### src/rtl/pipelined_addsub_if.sv
// Streaming operand/result bundle for pipelined_addsub.
// master = the side that supplies operands and consumes results,
// slave  = the adder/subtractor itself.
interface pipelined_addsub_if #(
  parameter int WIDTH = 16
) ();
  logic             in_valid;
  logic             in_ready;
  logic [WIDTH-1:0] a;
  logic [WIDTH-1:0] b;
  logic             sub;
  logic             cin;
  logic             out_valid;
  logic             out_ready;
  logic [WIDTH-1:0] sum;
  logic             carry_out;
  logic             overflow;
  logic             zero;

  modport master (
    output in_valid, a, b, sub, cin, out_ready,
    input  in_ready, out_valid, sum, carry_out, overflow, zero
  );

  modport slave (
    input  in_valid, a, b, sub, cin, out_ready,
    output in_ready, out_valid, sum, carry_out, overflow, zero
  );
endinterface

### src/rtl/pipelined_addsub.sv
// Pipelined two's-complement adder/subtractor.
// The carry chain is cut into SEG-bit segments, one register stage per
// segment. Each stage adds its segment with the carry registered by the
// previous stage and forwards the operands so later stages can read their
// own segment. Subtract is done as A + ~B + !Cin, with B inverted once on
// entry. The whole pipe advances on En = !OutValid || OutReady.
module pipelined_addsub #(
  parameter int WIDTH = 16,
  parameter int SEG   = 4
) (
  input  logic              clk,
  input  logic              rst,
  pipelined_addsub_if.slave bus
);
  localparam int STAGES = WIDTH / SEG;
  localparam int LAST   = STAGES - 1;
  // Operand registers feed stages 1..LAST; a single-stage pipe keeps one
  // slot so the arrays never collapse to zero width.
  localparam int OPS    = (STAGES > 1) ? (STAGES - 1) : 1;

  generate
    if ((WIDTH < 2) || ((WIDTH % SEG) != 0)) begin : g_bad_cfg
      $error("pipelined_addsub: WIDTH must be >= 2 and a multiple of SEG");
    end
  endgenerate

  // Handshake
  logic                         en_s;
  logic                         in_xfer_s;

  // Per-stage combinational view
  logic [WIDTH-1:0]             b_eff_s;
  logic                         cin_eff_s;
  logic [STAGES-1:0][WIDTH-1:0] a_stg_s;
  logic [STAGES-1:0][WIDTH-1:0] b_stg_s;
  logic [STAGES-1:0]            c_stg_s;
  logic [STAGES-1:0][WIDTH-1:0] sum_prev_s;
  logic [STAGES-1:0][SEG:0]     seg_s;
  logic [STAGES-1:0][WIDTH-1:0] sum_nx_s;
  logic                         ovf_nx_s;
  logic                         zero_nx_s;

  // Pipeline state
  logic [STAGES-1:0]            valid_d, valid_q;
  logic [STAGES-1:0]            carry_d, carry_q;
  logic [STAGES-1:0][WIDTH-1:0] sum_d, sum_q;
  logic [OPS-1:0][WIDTH-1:0]    a_d, a_q;
  logic [OPS-1:0][WIDTH-1:0]    b_d, b_q;
  logic                         ovf_d, ovf_q;
  logic                         zero_d, zero_q;

  assign en_s      = !valid_q[LAST] || bus.out_ready;
  assign in_xfer_s = bus.in_valid && en_s;

  assign bus.in_ready  = en_s;
  assign bus.out_valid = valid_q[LAST];
  assign bus.sum       = sum_q[LAST];
  assign bus.carry_out = carry_q[LAST];
  assign bus.overflow  = ovf_q;
  assign bus.zero      = zero_q;

  // Select what each stage sees: stage 0 takes the conditioned inputs, later stages the previous stage's registers
  always_comb begin
    b_eff_s       = bus.sub ? ~bus.b : bus.b;
    cin_eff_s     = bus.sub ? ~bus.cin : bus.cin;
    a_stg_s[0]    = bus.a;
    b_stg_s[0]    = b_eff_s;
    c_stg_s[0]    = cin_eff_s;
    sum_prev_s[0] = '0;
    for (int k = 1; k < STAGES; k++) begin
      a_stg_s[k]    = a_q[k-1];
      b_stg_s[k]    = b_q[k-1];
      c_stg_s[k]    = carry_q[k-1];
      sum_prev_s[k] = sum_q[k-1];
    end
  end

  // Segment adders, merged partial sums, and final-stage flags
  always_comb begin
    for (int k = 0; k < STAGES; k++) begin
      seg_s[k]    = {1'b0, SEG'(a_stg_s[k] >> (k * SEG))}
                  + {1'b0, SEG'(b_stg_s[k] >> (k * SEG))}
                  + {{SEG{1'b0}}, c_stg_s[k]};
      sum_nx_s[k] = sum_prev_s[k] | (WIDTH'(seg_s[k][SEG-1:0]) << (k * SEG));
    end
    // Equal operand signs with a different result sign is exactly
    // carry-into-MSB XOR carry-out-of-MSB.
    ovf_nx_s  = (a_stg_s[LAST][WIDTH-1] == b_stg_s[LAST][WIDTH-1]) &&
                (sum_nx_s[LAST][WIDTH-1] != a_stg_s[LAST][WIDTH-1]);
    zero_nx_s = ~|sum_nx_s[LAST];
  end

  // Next state: shift every slot forward when enabled, otherwise hold everything
  always_comb begin
    valid_d = valid_q;
    carry_d = carry_q;
    sum_d   = sum_q;
    a_d     = a_q;
    b_d     = b_q;
    ovf_d   = ovf_q;
    zero_d  = zero_q;
    if (en_s) begin
      valid_d[0] = in_xfer_s;
      for (int k = 1; k < STAGES; k++) begin
        valid_d[k] = valid_q[k-1];
      end
      for (int k = 0; k < STAGES; k++) begin
        carry_d[k] = seg_s[k][SEG];
        sum_d[k]   = sum_nx_s[k];
      end
      for (int j = 0; j < OPS; j++) begin
        a_d[j] = a_stg_s[j];
        b_d[j] = b_stg_s[j];
      end
      ovf_d  = ovf_nx_s;
      zero_d = zero_nx_s;
    end else begin
      valid_d = valid_q;
      carry_d = carry_q;
      sum_d   = sum_q;
      a_d     = a_q;
      b_d     = b_q;
      ovf_d   = ovf_q;
      zero_d  = zero_q;
    end
  end

  // Pipeline registers; reset discards all in-flight work
  always_ff @(posedge clk or posedge rst) begin
    if (rst) begin
      valid_q <= '0;
      carry_q <= '0;
      sum_q   <= '0;
      a_q     <= '0;
      b_q     <= '0;
      ovf_q   <= 1'b0;
      zero_q  <= 1'b0;
    end else begin
      valid_q <= valid_d;
      carry_q <= carry_d;
      sum_q   <= sum_d;
      a_q     <= a_d;
      b_q     <= b_d;
      ovf_q   <= ovf_d;
      zero_q  <= zero_d;
    end
  end
endmodule
### src/flat_wrapper.sv
// flat-port wrapper written by rule: the top's interface ports become plain ports
module pipelined_addsub_flat 
#(
  parameter int WIDTH = 16,
  parameter int SEG   = 4
)
  (clk, rst, bus_in_valid, bus_a, bus_b, bus_sub, bus_cin, bus_out_ready, bus_in_ready, bus_out_valid, bus_sum, bus_carry_out, bus_overflow, bus_zero);
  pipelined_addsub_if #(.WIDTH(WIDTH)) bus_i ();
  input  logic clk;
  input  logic rst;
  input wire logic [$bits(bus_i.in_valid)-1:0] bus_in_valid;
  input wire logic [$bits(bus_i.a)-1:0] bus_a;
  input wire logic [$bits(bus_i.b)-1:0] bus_b;
  input wire logic [$bits(bus_i.sub)-1:0] bus_sub;
  input wire logic [$bits(bus_i.cin)-1:0] bus_cin;
  input wire logic [$bits(bus_i.out_ready)-1:0] bus_out_ready;
  output wire logic [$bits(bus_i.in_ready)-1:0] bus_in_ready;
  output wire logic [$bits(bus_i.out_valid)-1:0] bus_out_valid;
  output wire logic [$bits(bus_i.sum)-1:0] bus_sum;
  output wire logic [$bits(bus_i.carry_out)-1:0] bus_carry_out;
  output wire logic [$bits(bus_i.overflow)-1:0] bus_overflow;
  output wire logic [$bits(bus_i.zero)-1:0] bus_zero;
  assign bus_i.in_valid = bus_in_valid;
  assign bus_i.a = bus_a;
  assign bus_i.b = bus_b;
  assign bus_i.sub = bus_sub;
  assign bus_i.cin = bus_cin;
  assign bus_i.out_ready = bus_out_ready;
  assign bus_in_ready = bus_i.in_ready;
  assign bus_out_valid = bus_i.out_valid;
  assign bus_sum = bus_i.sum;
  assign bus_carry_out = bus_i.carry_out;
  assign bus_overflow = bus_i.overflow;
  assign bus_zero = bus_i.zero;
  pipelined_addsub #(.WIDTH(WIDTH), .SEG(SEG)) u_core (.clk(clk), .rst(rst), .bus(bus_i));
endmodule
### config.mk
export PLATFORM = sky130hd
export DESIGN_NAME = pipelined_addsub_flat
export DESIGN_NICKNAME = d
export VERILOG_FILES = /design/src/rtl/pipelined_addsub_if.sv /design/src/rtl/pipelined_addsub.sv /design/src/flat_wrapper.sv
export SDC_FILE = /design/constraint.sdc
export NUM_CORES = 1
export LEC_CHECK = 0
export BUFFER_PORTS_ARGS = -buffer_cell sky130_fd_sc_hd__buf_2
export CORE_ASPECT_RATIO = 1.4
export CORE_MARGIN = 2
export CORE_UTILIZATION = 25
export DETAILED_ROUTE_END_ITERATION = 10
export GPL_TIMING_DRIVEN = 0
export SLEW_MARGIN = 20
export SYNTH_ARGS = -nofsm -noshare
export SYNTH_HDL_FRONTEND = slang
export SYNTH_SLANG_ARGS = --single-unit
### constraint.sdc
create_clock -name clk -period 3.27 [get_ports clk]
set_clock_uncertainty 0.1 [all_clocks]
set_input_delay 0 -clock clk [delete_from_list [all_inputs] [get_ports clk]]
set_output_delay 0 -clock clk [all_outputs]
set_load 0.02 [all_outputs]
==> results.md <==
- Post-cts sizing count: 0
- Status: finished clean
- CTS tree: built
- IO buf count: 57
- Max-slew headroom: 67.6%
- RSZ-0062 raised after global routing: no
- Worst vdd ir: 0.332 mV
- Area contributors post-synth: dfrtp_1 56%, nand2_1 18%, fa_1 3.6%
- List of most frequent post-synthesis cells: 207 x nand2_1, 98 x dfrtp_1, 16 x inv_1, 16 x o21ai_0
- Vias in the first global route: roughly 3300
- Post-route minimum period: 2180 ps
- Largest net degree at the start of global routing: 77
- Max Slew Vio Count: 0
- Core area: 17300 um2
- Synth Area in Compound Gates: 5.86%
- Slew @ Worst Pin: 481 ps
- Worst-Skew Late Latency: 340 ps
- Distinct cells, synth: 31
- Total power: 5.04 mW
- Syn avg cell area: 9.45 um2
- Initial Util: 25.4%
- WP data arrival: 2340 ps
- DRT iter0 DRCs: 98
- Post-Place Setup Slack: 1080 ps
- Mux contribution to synthesized area: 0.256%
- RD Place Congestion: 0.759
- Die Area: 18700 um2
- Cell count after synthesis: 466
- # clock sinks: 98
- Synth warnings: 0
- Endpoints failing setup: 0
- Cells after DPL: 760
- Post-synth EDFFs: 0
- N_diodes: 0
- Grt total ovfl: 0
- CP max FO: 2
- Number of cell rows: 57
- Total iterations of the first detailed-routing run: 4
- Die X: between 100 and 150 um
- Register bit count reported by yosys: 98
- Root Buffer: clkbuf_16
- Layout Utilization: roughly 33%
- Fin crit share: around two thirds
- Power per cell area: 891 nW/um2
- Hold Vio Cnt, Final: 0
- Largest family of logic cells by synthesized area: simple AND/OR/NAND/NOR gates
- P_leak: 2.83 nW
- Syn-to-layout area delta: 28.6%
- Setup crit start kind: register
- Vias per cell: 4.01
- Hold slack: 11.8 ps
- DP Wirelength: ~7500 um
- Max-Cap Viols: 0
- Largest buffer count on any clock path: 2
- CP Class: register to register
- Post-Syn Area: 4400 um2
- Async set or reset register ratio after synthesis: 100%
- Setup slack after layout: 1090 ps
- I/O pin count: 59
- Post-synth top area cell: dfrtp_1
- Net count, final: 628
- DR vias: 3255
- Hold Crit Class: primary input to register
- Area of the multi-input gates: 1730 um2
- Routed len/inst: 12.3 um
- Most frequent cell after synthesis: nand2_1
- Fill count: about 1800
- Adder-Cell Fraction of Synth Area: 7.05%
- DRT antenna net count: 0
- Final Routed Wirelength: 10000 um
- CP Capture Type: register
- Setup_tns: 0 ps
- Htree depth: 3
- Worst Path Required: approximately 3400 ps
- Register area share after synthesis: a little under three fifths
- Total CTS buffers: 9
- Post-Synth XOR/XNOR Area: under 10%
- Antenna violations before repair: 0
- Register cell area after layout: 2450 um2
- Fmax: 459 MHz
- DRC: 0
- Reg clk slew, reported paths: 60 ps
- Layout cell share with drive strength beyond 1: 17.7%
- Area share of the largest cell type after synthesis: 55.7%
- Predominant post-synthesis flop cell: dfrtp_1
- Die Ht: 161 um
- Placement Cell Area: 5010 um2
- First-pass GRT wire length: 16400 um
- GRT Overall Usage: between 10% and 20%
- Syn nets: 524
- Final Cell Area: 5660 um2
- Post-synthesis simple-gate area fraction: between 20% and 30%
- Post-Layout Cell Count: between 800 and 900
-- cell usage in the layout (no fill, tap or decap), drive strengths merged --
cell / instances
dfrtp: 98
xor2: 9
nor3: 1
mux2: 1
ha: 12
dlygate4sd3: 35
nand2b: 1
a21o: 3
a22oi: 1
o31ai: 2
nor4b: 2
a21oi: 15
clkinvlp: 1
bufinv: 1
inv: 19
nand4: 1
nor4: 2
buf: 80
o21a: 1
nor2: 15
o21ai: 25
xnor2: 15
nor2b: 5
nand2: 208
fa: 8
clkbuf: 11
clkinv: 2
nand3b: 1
-- logic make-up after synthesis --
logic type                 after synthesis
AOI/OAI and AO/OA                       47
xor gates and xnor gates                24
adders and majority gates               20
buffers and inverters                   40
DFF                                     98
muxes                                    1
and+or+nand+nor                        236
-- final timing paths --
kind	from	to	slack, ps	cells past startpoint
worst max-delay path	u_core.b_q[44]	u_core.bus.zero	1090	7
worst min-delay path	bus_a[3]	u_core.carry_q[0]	10	4
worst max register to register	u_core.b_q[44]	u_core.bus.zero	1090	7
min in group asynchronous	rst	u_core.bus.sum[5]	40	3
max in group asynchronous	rst	u_core.valid_q[0]	2390	4
worst min register to register	u_core.bus.sum[9]	u_core.bus.sum[9]	360	2
-- critical path, cell delays in order, from the launching register on --
cell and delay [ps]:
dfrtp_1 330, inv_1 90, fa_1 440, inv_1 80
fa_1 420, nor4b_1 300, nand4_1 150, o31ai_2 190
-- registers in the layout, indices dropped and copies added, names as in the netlist --
name,count
u_core.b_q,24
u_core.bus.overflow,1
u_core.bus.zero,1
u_core.bus.sum,16
u_core.a_q,24
u_core.sum_prev_s,24
u_core.carry_q,4
u_core.valid_q,4
-- layer usage --
metal | global-route usage (%) | vias up | part of all wire, %
met5 | 0 | - | 0
li1 | - | 1666 | -
met3 | 2.51 | 11 | 3.2
met4 | 4.22 | 0 | 2.1
met1 | 13.7 | 1531 | 43
met2 | 20.3 | 47 | 52
-- layout make-up --
class                      count  share of cell area (%)
sequential                    98                    43.3
tap                          236                    5.22
clock inverter                 6                    1.15
buffer                        23                    2.70
timing repair buffer          93                    11.7
multi-input combinational    328                    30.5
inverter                      17                    1.30
clock buffer                  10                    4.05
-- timing repair --
| action | 4_1_cts | 5_1_grt |
|---|---|---|
| hold buffers | 35 | 0 |
| setup buffers | 0 | 0 |
| hold endpoints to repair | 125 | 0 |
-- power breakdown --
part / switching, mW / internal [mW]
Clock: 0.452 / 0.596
Combinational: 1.13 / 0.790
Sequential: 0.325 / 1.75
Note: power is estimated with default switching activity, not from simulation.
